$ cat src/rtl/ddr_clkmux_sel_ctrl.sv
`default_nettype none
// ==========================================================================
// ddr_clkmux_sel_ctrl - glitch-safe select/gate sequencer for a 3:1 PHY clock mux.
// Optional DDR_CLKMUX_SEL_CTRL_CNT_EN adds o_switch_cnt. Rev 1.0
// ==========================================================================
module ddr_clkmux_sel_ctrl #(
  parameter logic [1:0] RESET_SEL  = 2'b01,
  parameter int         GATE_CYC   = 4,
  parameter int         SETTLE_CYC = 8
) (
  input  logic       i_clk,
  input  logic       i_rst,
  input  logic       i_req_valid,
  input  logic [1:0] i_req_sel,
  output logic       o_req_ready,
  output logic [1:0] o_sel,
  output logic       o_gate_en,
  output logic       o_done,
  output logic       o_err,
  output logic       o_busy
`ifdef DDR_CLKMUX_SEL_CTRL_CNT_EN
  ,
  output logic [7:0] o_switch_cnt
`endif
);

  localparam logic [7:0] GATE_LOAD   = 8'(GATE_CYC - 1);
  localparam logic [7:0] SETTLE_LOAD = 8'(SETTLE_CYC - 1);

  typedef enum logic [1:0] {
    ST_INIT     = 2'd0,
    ST_IDLE     = 2'd1,
    ST_GATE_OFF = 2'd2,
    ST_SETTLE   = 2'd3
  } state_t;

  state_t     state_q, state_d;
  logic [7:0] cnt_q, cnt_d;
  logic [1:0] sel_q, sel_d;
  logic [1:0] pend_q, pend_d;
  logic       gate_q, gate_d;
  logic       done_q, done_d;
  logic       err_q, err_d;
  logic       switch_now;

  always_comb begin
    state_d    = state_q;
    cnt_d      = cnt_q;
    sel_d      = sel_q;
    pend_d     = pend_q;
    gate_d     = gate_q;
    done_d     = 1'b0;
    err_d      = 1'b0;
    switch_now = 1'b0;
    case (state_q)
      ST_INIT: begin
        if (cnt_q == 8'd0) begin
          gate_d  = 1'b1;
          state_d = ST_IDLE;
        end else begin
          cnt_d = cnt_q - 8'd1;
        end
      end
      ST_IDLE: begin
        if (i_req_valid) begin
          if (i_req_sel == 2'b00) begin
            err_d = 1'b1;
          end else if (i_req_sel == sel_q) begin
            done_d = 1'b1;
          end else begin
            pend_d  = i_req_sel;
            gate_d  = 1'b0;
            cnt_d   = GATE_LOAD;
            state_d = ST_GATE_OFF;
          end
        end
      end
      ST_GATE_OFF: begin
        // Gate has been off long enough; the mux select may now move.
        if (cnt_q == 8'd0) begin
          sel_d      = pend_q;
          cnt_d      = SETTLE_LOAD;
          state_d    = ST_SETTLE;
          switch_now = 1'b1;
        end else begin
          cnt_d = cnt_q - 8'd1;
        end
      end
      ST_SETTLE: begin
        if (cnt_q == 8'd0) begin
          gate_d  = 1'b1;
          done_d  = 1'b1;
          state_d = ST_IDLE;
        end else begin
          cnt_d = cnt_q - 8'd1;
        end
      end
      default: begin
        state_d = ST_INIT;
        cnt_d   = SETTLE_LOAD;
      end
    endcase
  end

  always_ff @(posedge i_clk) begin
    if (i_rst) begin
      state_q <= ST_INIT;
      cnt_q   <= SETTLE_LOAD;
      sel_q   <= RESET_SEL;
      pend_q  <= RESET_SEL;
      gate_q  <= 1'b0;
      done_q  <= 1'b0;
      err_q   <= 1'b0;
    end else begin
      state_q <= state_d;
      cnt_q   <= cnt_d;
      sel_q   <= sel_d;
      pend_q  <= pend_d;
      gate_q  <= gate_d;
      done_q  <= done_d;
      err_q   <= err_d;
    end
  end

  assign o_req_ready = (state_q == ST_IDLE);
  assign o_busy      = (state_q != ST_IDLE);
  assign o_sel       = sel_q;
  assign o_gate_en   = gate_q;
  assign o_done      = done_q;
  assign o_err       = err_q;

`ifdef DDR_CLKMUX_SEL_CTRL_CNT_EN
  logic [7:0] swcnt_q, swcnt_d;

  always_comb begin
    swcnt_d = swcnt_q;
    if (switch_now && (swcnt_q != 8'hFF)) begin
      swcnt_d = swcnt_q + 8'd1;
    end
  end

  always_ff @(posedge i_clk) begin
    if (i_rst) begin
      swcnt_q <= 8'd0;
    end else begin
      swcnt_q <= swcnt_d;
    end
  end

  assign o_switch_cnt = swcnt_q;
`else
  logic unused_switch_now;
  assign unused_switch_now = switch_now;
`endif

endmodule
`default_nettype wire
$ cat config.mk
export PLATFORM = sky130hd
export DESIGN_NAME = ddr_clkmux_sel_ctrl
export DESIGN_NICKNAME = d
export VERILOG_FILES = /design/src/rtl/ddr_clkmux_sel_ctrl.sv
export SDC_FILE = /design/constraint.sdc
export NUM_CORES = 1
export LEC_CHECK = 0
export BUFFER_PORTS_ARGS = -buffer_cell sky130_fd_sc_hd__buf_4
export CAP_MARGIN = 25
export CORE_MARGIN = 5
export CORE_UTILIZATION = 25
export CTS_BUF_LIST = sky130_fd_sc_hd__clkbuf_8
export DETAILED_ROUTE_END_ITERATION = 10
export GPL_TIMING_DRIVEN = 0
export PLACE_DENSITY = 0.39
export SETUP_SLACK_MARGIN = 0.05
export SYNTH_ARGS = -nofsm -noshare
export SYNTH_HDL_FRONTEND = slang
export SYNTH_SLANG_ARGS = --single-unit
export TNS_END_PERCENT = 100
$ cat constraint.sdc
create_clock -name i_clk -period 1.6 [get_ports i_clk]
set_input_delay 0.24 -clock i_clk [delete_from_list [all_inputs] [get_ports i_clk]]
set_output_delay 0.24 -clock i_clk [all_outputs]
set_load 0.05 [all_outputs]
# Yosys cells after proc, flatten, opt, wreduce, memory -nomap -nowiden
# Index checks and enable logic that the tools add are counted.
# W data, S select, Z words.
[op_classes]
eq_ne = 11
addsub = 1
n_mux = 23
bitwise = 4
n_reduce_logical = 11
[ops]
columns = ["cell", "n"]
rows = [
  ["$mux W8", 5],
  ["$pmux W8 S3", 1],
  ["$mux W2", 5],
  ["$ne A2 B2 Y1 const B", 5],
  ["$reduce_and A5 Y1", 2],
  ["$mux W1", 9],
  ["$logic_not A8 Y1", 1],
  ["$reduce_and A4 Y1", 2],
  ["$sub A8 B1 Y8 const B", 1],
  ["$pmux W2 S3", 1],
  ["$eq A2 B2 Y1 const B", 2],
  ["$logic_not A2 Y1", 2],
  ["$ne A2 B1 Y1 const B", 2],
  ["$not A1 Y1", 4],
  ["$pmux W1 S2", 2],
  ["$reduce_or A3 Y1", 1],
  ["$eq A2 B1 Y1 const B", 1],
  ["$eq A2 B2 Y1", 1],
  ["$reduce_and A2 Y1", 1],
  ["$reduce_bool A2 Y1", 1],
  ["$reduce_or A2 Y1", 1],
]
[totals]
word_cells = 57
register_bits = 17

# Depth between registers and ports, before layout
[depth]
word_depth = 5
ltp_mapped = 7
mapped_depth_nobuf = 7

# Least setup slack after synthesis
# No wires, ideal clock.
[synth_timing]
kind = "register to register"
startpoint = "register state_q[0]"
endpoint = "register cnt_q[3]"
setup_slack_ns = -0.474
t_arrival_ns = 1.952
path_stages_with_launch = 7
synth_period_minus_slack_ns = 2.074
t_required_ns = 1.478
cell_sequence = "dfxtp_1 -> ha_1 -> inv_1 -> nor3b_2 -> buf_6 -> or3_1 -> a21oi_1"
[synth_between]
word_cells_on_any_way = 11
cone_classes = "7 x eq/ne; 1 x mux; 3 x reduce/logical"
[synth_lines]
columns = ["item", "line", "source"]
rows = [
  ["from (decl)", "37", "state_t state_q, state_d;"],
  ["from (signal assigned)", "115", "state_q <= state_d;"],
  ["$eq A2 B1 Y1 (*)", "-", ""],
  ["via o_req_ready", "15", "output logic o_req_ready,"],
  ["$ne A2 B2 Y1 (no source line)", "-", ""],
  ["$reduce_and A4 Y1 (no source line)", "-", ""],
  ["to (signal assigned)", "116", "cnt_q <= cnt_d;"],
  ["to (decl)", "38", "logic [7:0] cnt_q, cnt_d;"],
]
# Mark *: on every way through the listed nets, which the timed path passes. The rest lies on a longest branch.
# A chain may end at the register's enable or synchronous reset.

# Worst setup path after layout
[layout_timing]
startpoint = "register state_q[0]"
endpoint = "register cnt_q[5]"
[layout_between]
elab_chain_cells = 4
word_cells_on_any_way = 11
cone_classes = "7 x eq/ne; 1 x mux; 3 x reduce/logical"
[layout_rtl]
columns = ["item", "line", "source"]
rows = [
  ["$eq A2 B2 Y1 / $logic_not A2 Y1 (equally long branches)", "55", "case (state_q)"],
  ["$reduce_or A2 Y1 (no source line)", "-", ""],
  ["$ne A2 B2 Y1 (no source line)", "-", ""],
  ["$reduce_and A4 Y1 (no source line)", "-", ""],
]
# Several ways; a longest one is shown, not always the timed one.

==> impl_results.md <==
* I/O pins at 12
* Detail Route Antenna Nets at 0
* CP max FO at 4
* #FFs+latches synth at 17
* DRT iter0 DRCs at 29
* Final Worst Setup Slack at -0.0265 ns
* Pwr Total at 1.85 mW
* Crit path max-delay cell type: or4_4
* Synth top area cells: dfxtp_1 (35%), a21oi_1 (8.3%), ha_1 (6.5%), o21ai_0 (4.7%), nor2_1 (3.9%)
* Clk sinks at 17
* Synth Flop Type: dfxtp_1
* Crit share post-route at 1.02
* Vias/cell at 4.83
* Final hold violations at 0
* Ys async rst share at 0
* Final WL at 2.59 mm
* Crit path largest cell delay at 0.44 ns
* First-pass GRT wire length at 4.39 mm
* Critical Path End Type: flip-flop
* Proportion of layout cells with a drive suffix above 1 at 0.444
* Adder-Cell Fraction of Synth Area at 0.0649
* Clock Latency Late Sink at 0.26 ns
* Row cnt at 22
* DP HPWL at 1.77 mm
* Post-Syn Nets at 124
* Worst clock skew at 0.00222 ns
* Synth Area in Compound Gates at 0.252
* Max Clock Freq at 615 MHz
* First-pass detailed-route iteration total at 4
* Commonest cells post-synth: dfxtp_1 (17), a21oi_1 (16), nor2_1 (10)
* Crit-path cells: inv_2 -> ha_4 -> nand4_1 -> buf_4 -> nand2_4 -> or4_4 -> a21oi_2
* Count of input and output buffers at 11
* Core area at 3690 sq um
* Fin Setup TNS at -0.0265 ns
* Post-Syn Instances at 114
* Post-synthesis sequential area ratio at 0.353
* CTS tree: built
* Clock Path Buffers at 2
* Largest net degree at the start of global routing at 11
* Wire per inst at 13.5 um
* Routability cong. at 0.740
* Die Ht at 72.1 um
* Synth-to-Final Area Change at 44.9%
* Vias in the first global route at 940
* Final #Nets at 155
* Clock-pin transition on the worst setup and hold timing paths at 0.07 ns
* Max-slew headroom at 0.665
* Multiplexer share of the synthesized area at 0.0311
* CTS root buf: clkbuf_8
* Netlist Area Pre-Place at 965 sq um
* Largest family of logic cells by synthesized area: simple AND/OR/NAND/NOR gates
* Top-count cell post-synth: dfxtp_1
* # diodes at 0
* Synth cell types at 38
* Post-Synth XOR/XNOR Area at 0.00908
* Max cap viols at 0
* Worst-Margin Slew at 0.499 ns
* Syn Area/Cell at 8.46 sq um
* Synth top area share at 0.353
* PD cells at 1320 nW/um^2
* Slew Limit Fails at 0
* Critical Path Start Type: flip-flop
* Cell taking the most area after synthesis: dfxtp_1
* Die area at 5200 sq um
* Sequential cell area at 352 sq um
* Peak supply drop at 0.786 mV
* H-tree levels at 1
* Critical setup path kind: flip-flop to flip-flop
* Failing checks: setup timing
* Unrepaired setup endpoints after global routing: true
* Status: complete, but fails checks
* Final setup violation count at 1
* Post-Place Setup Slack at -0.275 ns
* CTS buffer count at 3
* Remaining DRCs at 0
* Leakage at 0.530 nW
* Multi-input gate area at 689 sq um
* Initial antenna violation count at 0
* Post-synth EDFFs at 0
* Fin crit period at 1.63 ns
* Global route overflow at 0
* Critical Path RT at 1.79 ns
* Worst path arrival time at 1.82 ns
* Synth Area in Simple Gates at 0.252
* Worst min path class: input pin to flip-flop
* Starting density of the core at 0.262
* Fill count at 399
* DR vias at 927
* Warnings from Yosys at 0
* Width of the chip at 72.1 um
* GRT Overall Usage at 0.111
-- layout make-up --
class	count	area share
Buffer	2	0.0107
Clock buffer	3	0.0295
Clock inverter	1	0.00269
Inverter	6	0.0188
Multi-Input combinational cell	89	0.493
Sequential cell	17	0.252
Tap cell	48	0.0430
Timing Repair Buffer	26	0.150
-- per-layer routing --
| layer | global-route usage | part of all wire | vias up |
|---|---|---|---|
| li1 | - | - | 480 |
| met1 | 0.138 | 0.48 | 434 |
| met2 | 0.178 | 0.48 | 8 |
| met3 | 0.0235 | 0.023 | 5 |
| met4 | 0.0564 | 0.022 | 0 |
| met5 | 0 | 0 | - |
-- worst max-delay path: cells and delay by family, from the launching register on --
kind                     cells  cell delay [ns]
AND/OR/NAND/NOR              3             0.67
flip-flops                   1             0.33
adder cells (fa/ha/maj)      1             0.23
buffers and inverters        2             0.19
AO/OA/AOI/OAI                1             0.13
-- cell usage in the layout, fill, tap and decap left out, types with 2 or more instances in the layout --
cell type  count
buf_4         22
a21oi_1       11
nor2_1        10
dfxtp_1       10
dfxtp_2        6
o21ai_0        5
buf_6          5
inv_1          4
nand2_1        4
a21oi_2        4
o21ai_1        4
mux2i_1        3
o21bai_1       3
nand3_1        3
or3_1          3
clkbuf_8       3
inv_2          2
o211ai_1       2
a32oi_1        2
nand3_2        2
nand2b_1       2
ha_4           2
ha_1           2
-- metrics by stage --
stage                     utilization  cells  hold WS [ns]  cell area (sq um)
after floorplan                     -    114         0.318                986
after global placement          0.306    173         0.465               1130
final                           0.379    192         0.211               1400
after detailed placement        0.306    173         0.457               1130
after CTS                       0.372    190         0.205               1370
after global routing            0.379    192         0.214               1400
-- repair_timing --
| item | 4_1_cts | 5_1_grt |
|---|---|---|
| hold buffers | 0 | 0 |
| pin swaps | 12 | 3 |
| setup endpoints to repair | 10 | 13 |
| gates cloned | 0 | 0 |
| buffers inserted | 13 | 2 |
| gates resized for setup | 27 | 4 |
-- cell families (layout without fill, tap and decap cells) --
group                    Yosys count  in the layout
AND/OR/NAND/NOR                   41             41
AO/OA/AOI/OAI                     39             39
flip-flops                        17             17
buffers and inverters              8             38
adder cells (fa/ha/maj)            5              5
multiplexers                       3              3
XOR/XNOR                           1              1
-- state kept, by name, summed over array words and instances (netlist names) --
| register | count |
|---|---|
| cnt_q | 8 |
| o_done | 1 |
| o_err | 1 |
| o_gate_en | 1 |
| o_sel | 2 |
| pend_q | 2 |
| state_q | 2 |
-- path summary, 6_finish.rpt --
kind           startpoint       end  slack [ns]  cells after the start
max reg2reg    state_q[0]  cnt_q[5]       -0.03                      7
max            state_q[0]  cnt_q[5]       -0.03                      7
min reg2reg     pend_q[0]  o_sel[0]        0.48                      2
min          i_req_sel[1]     o_err        0.21                      2
-- power by group --
part	switching, mW	internal, mW	leakage, nW
registers	0.0729	0.504	0.140
clock network	0.158	0.171	0.0269
logic	0.512	0.433	0.363
total	0.743	1.11	0.530
(Power assumes the default switching activity.)
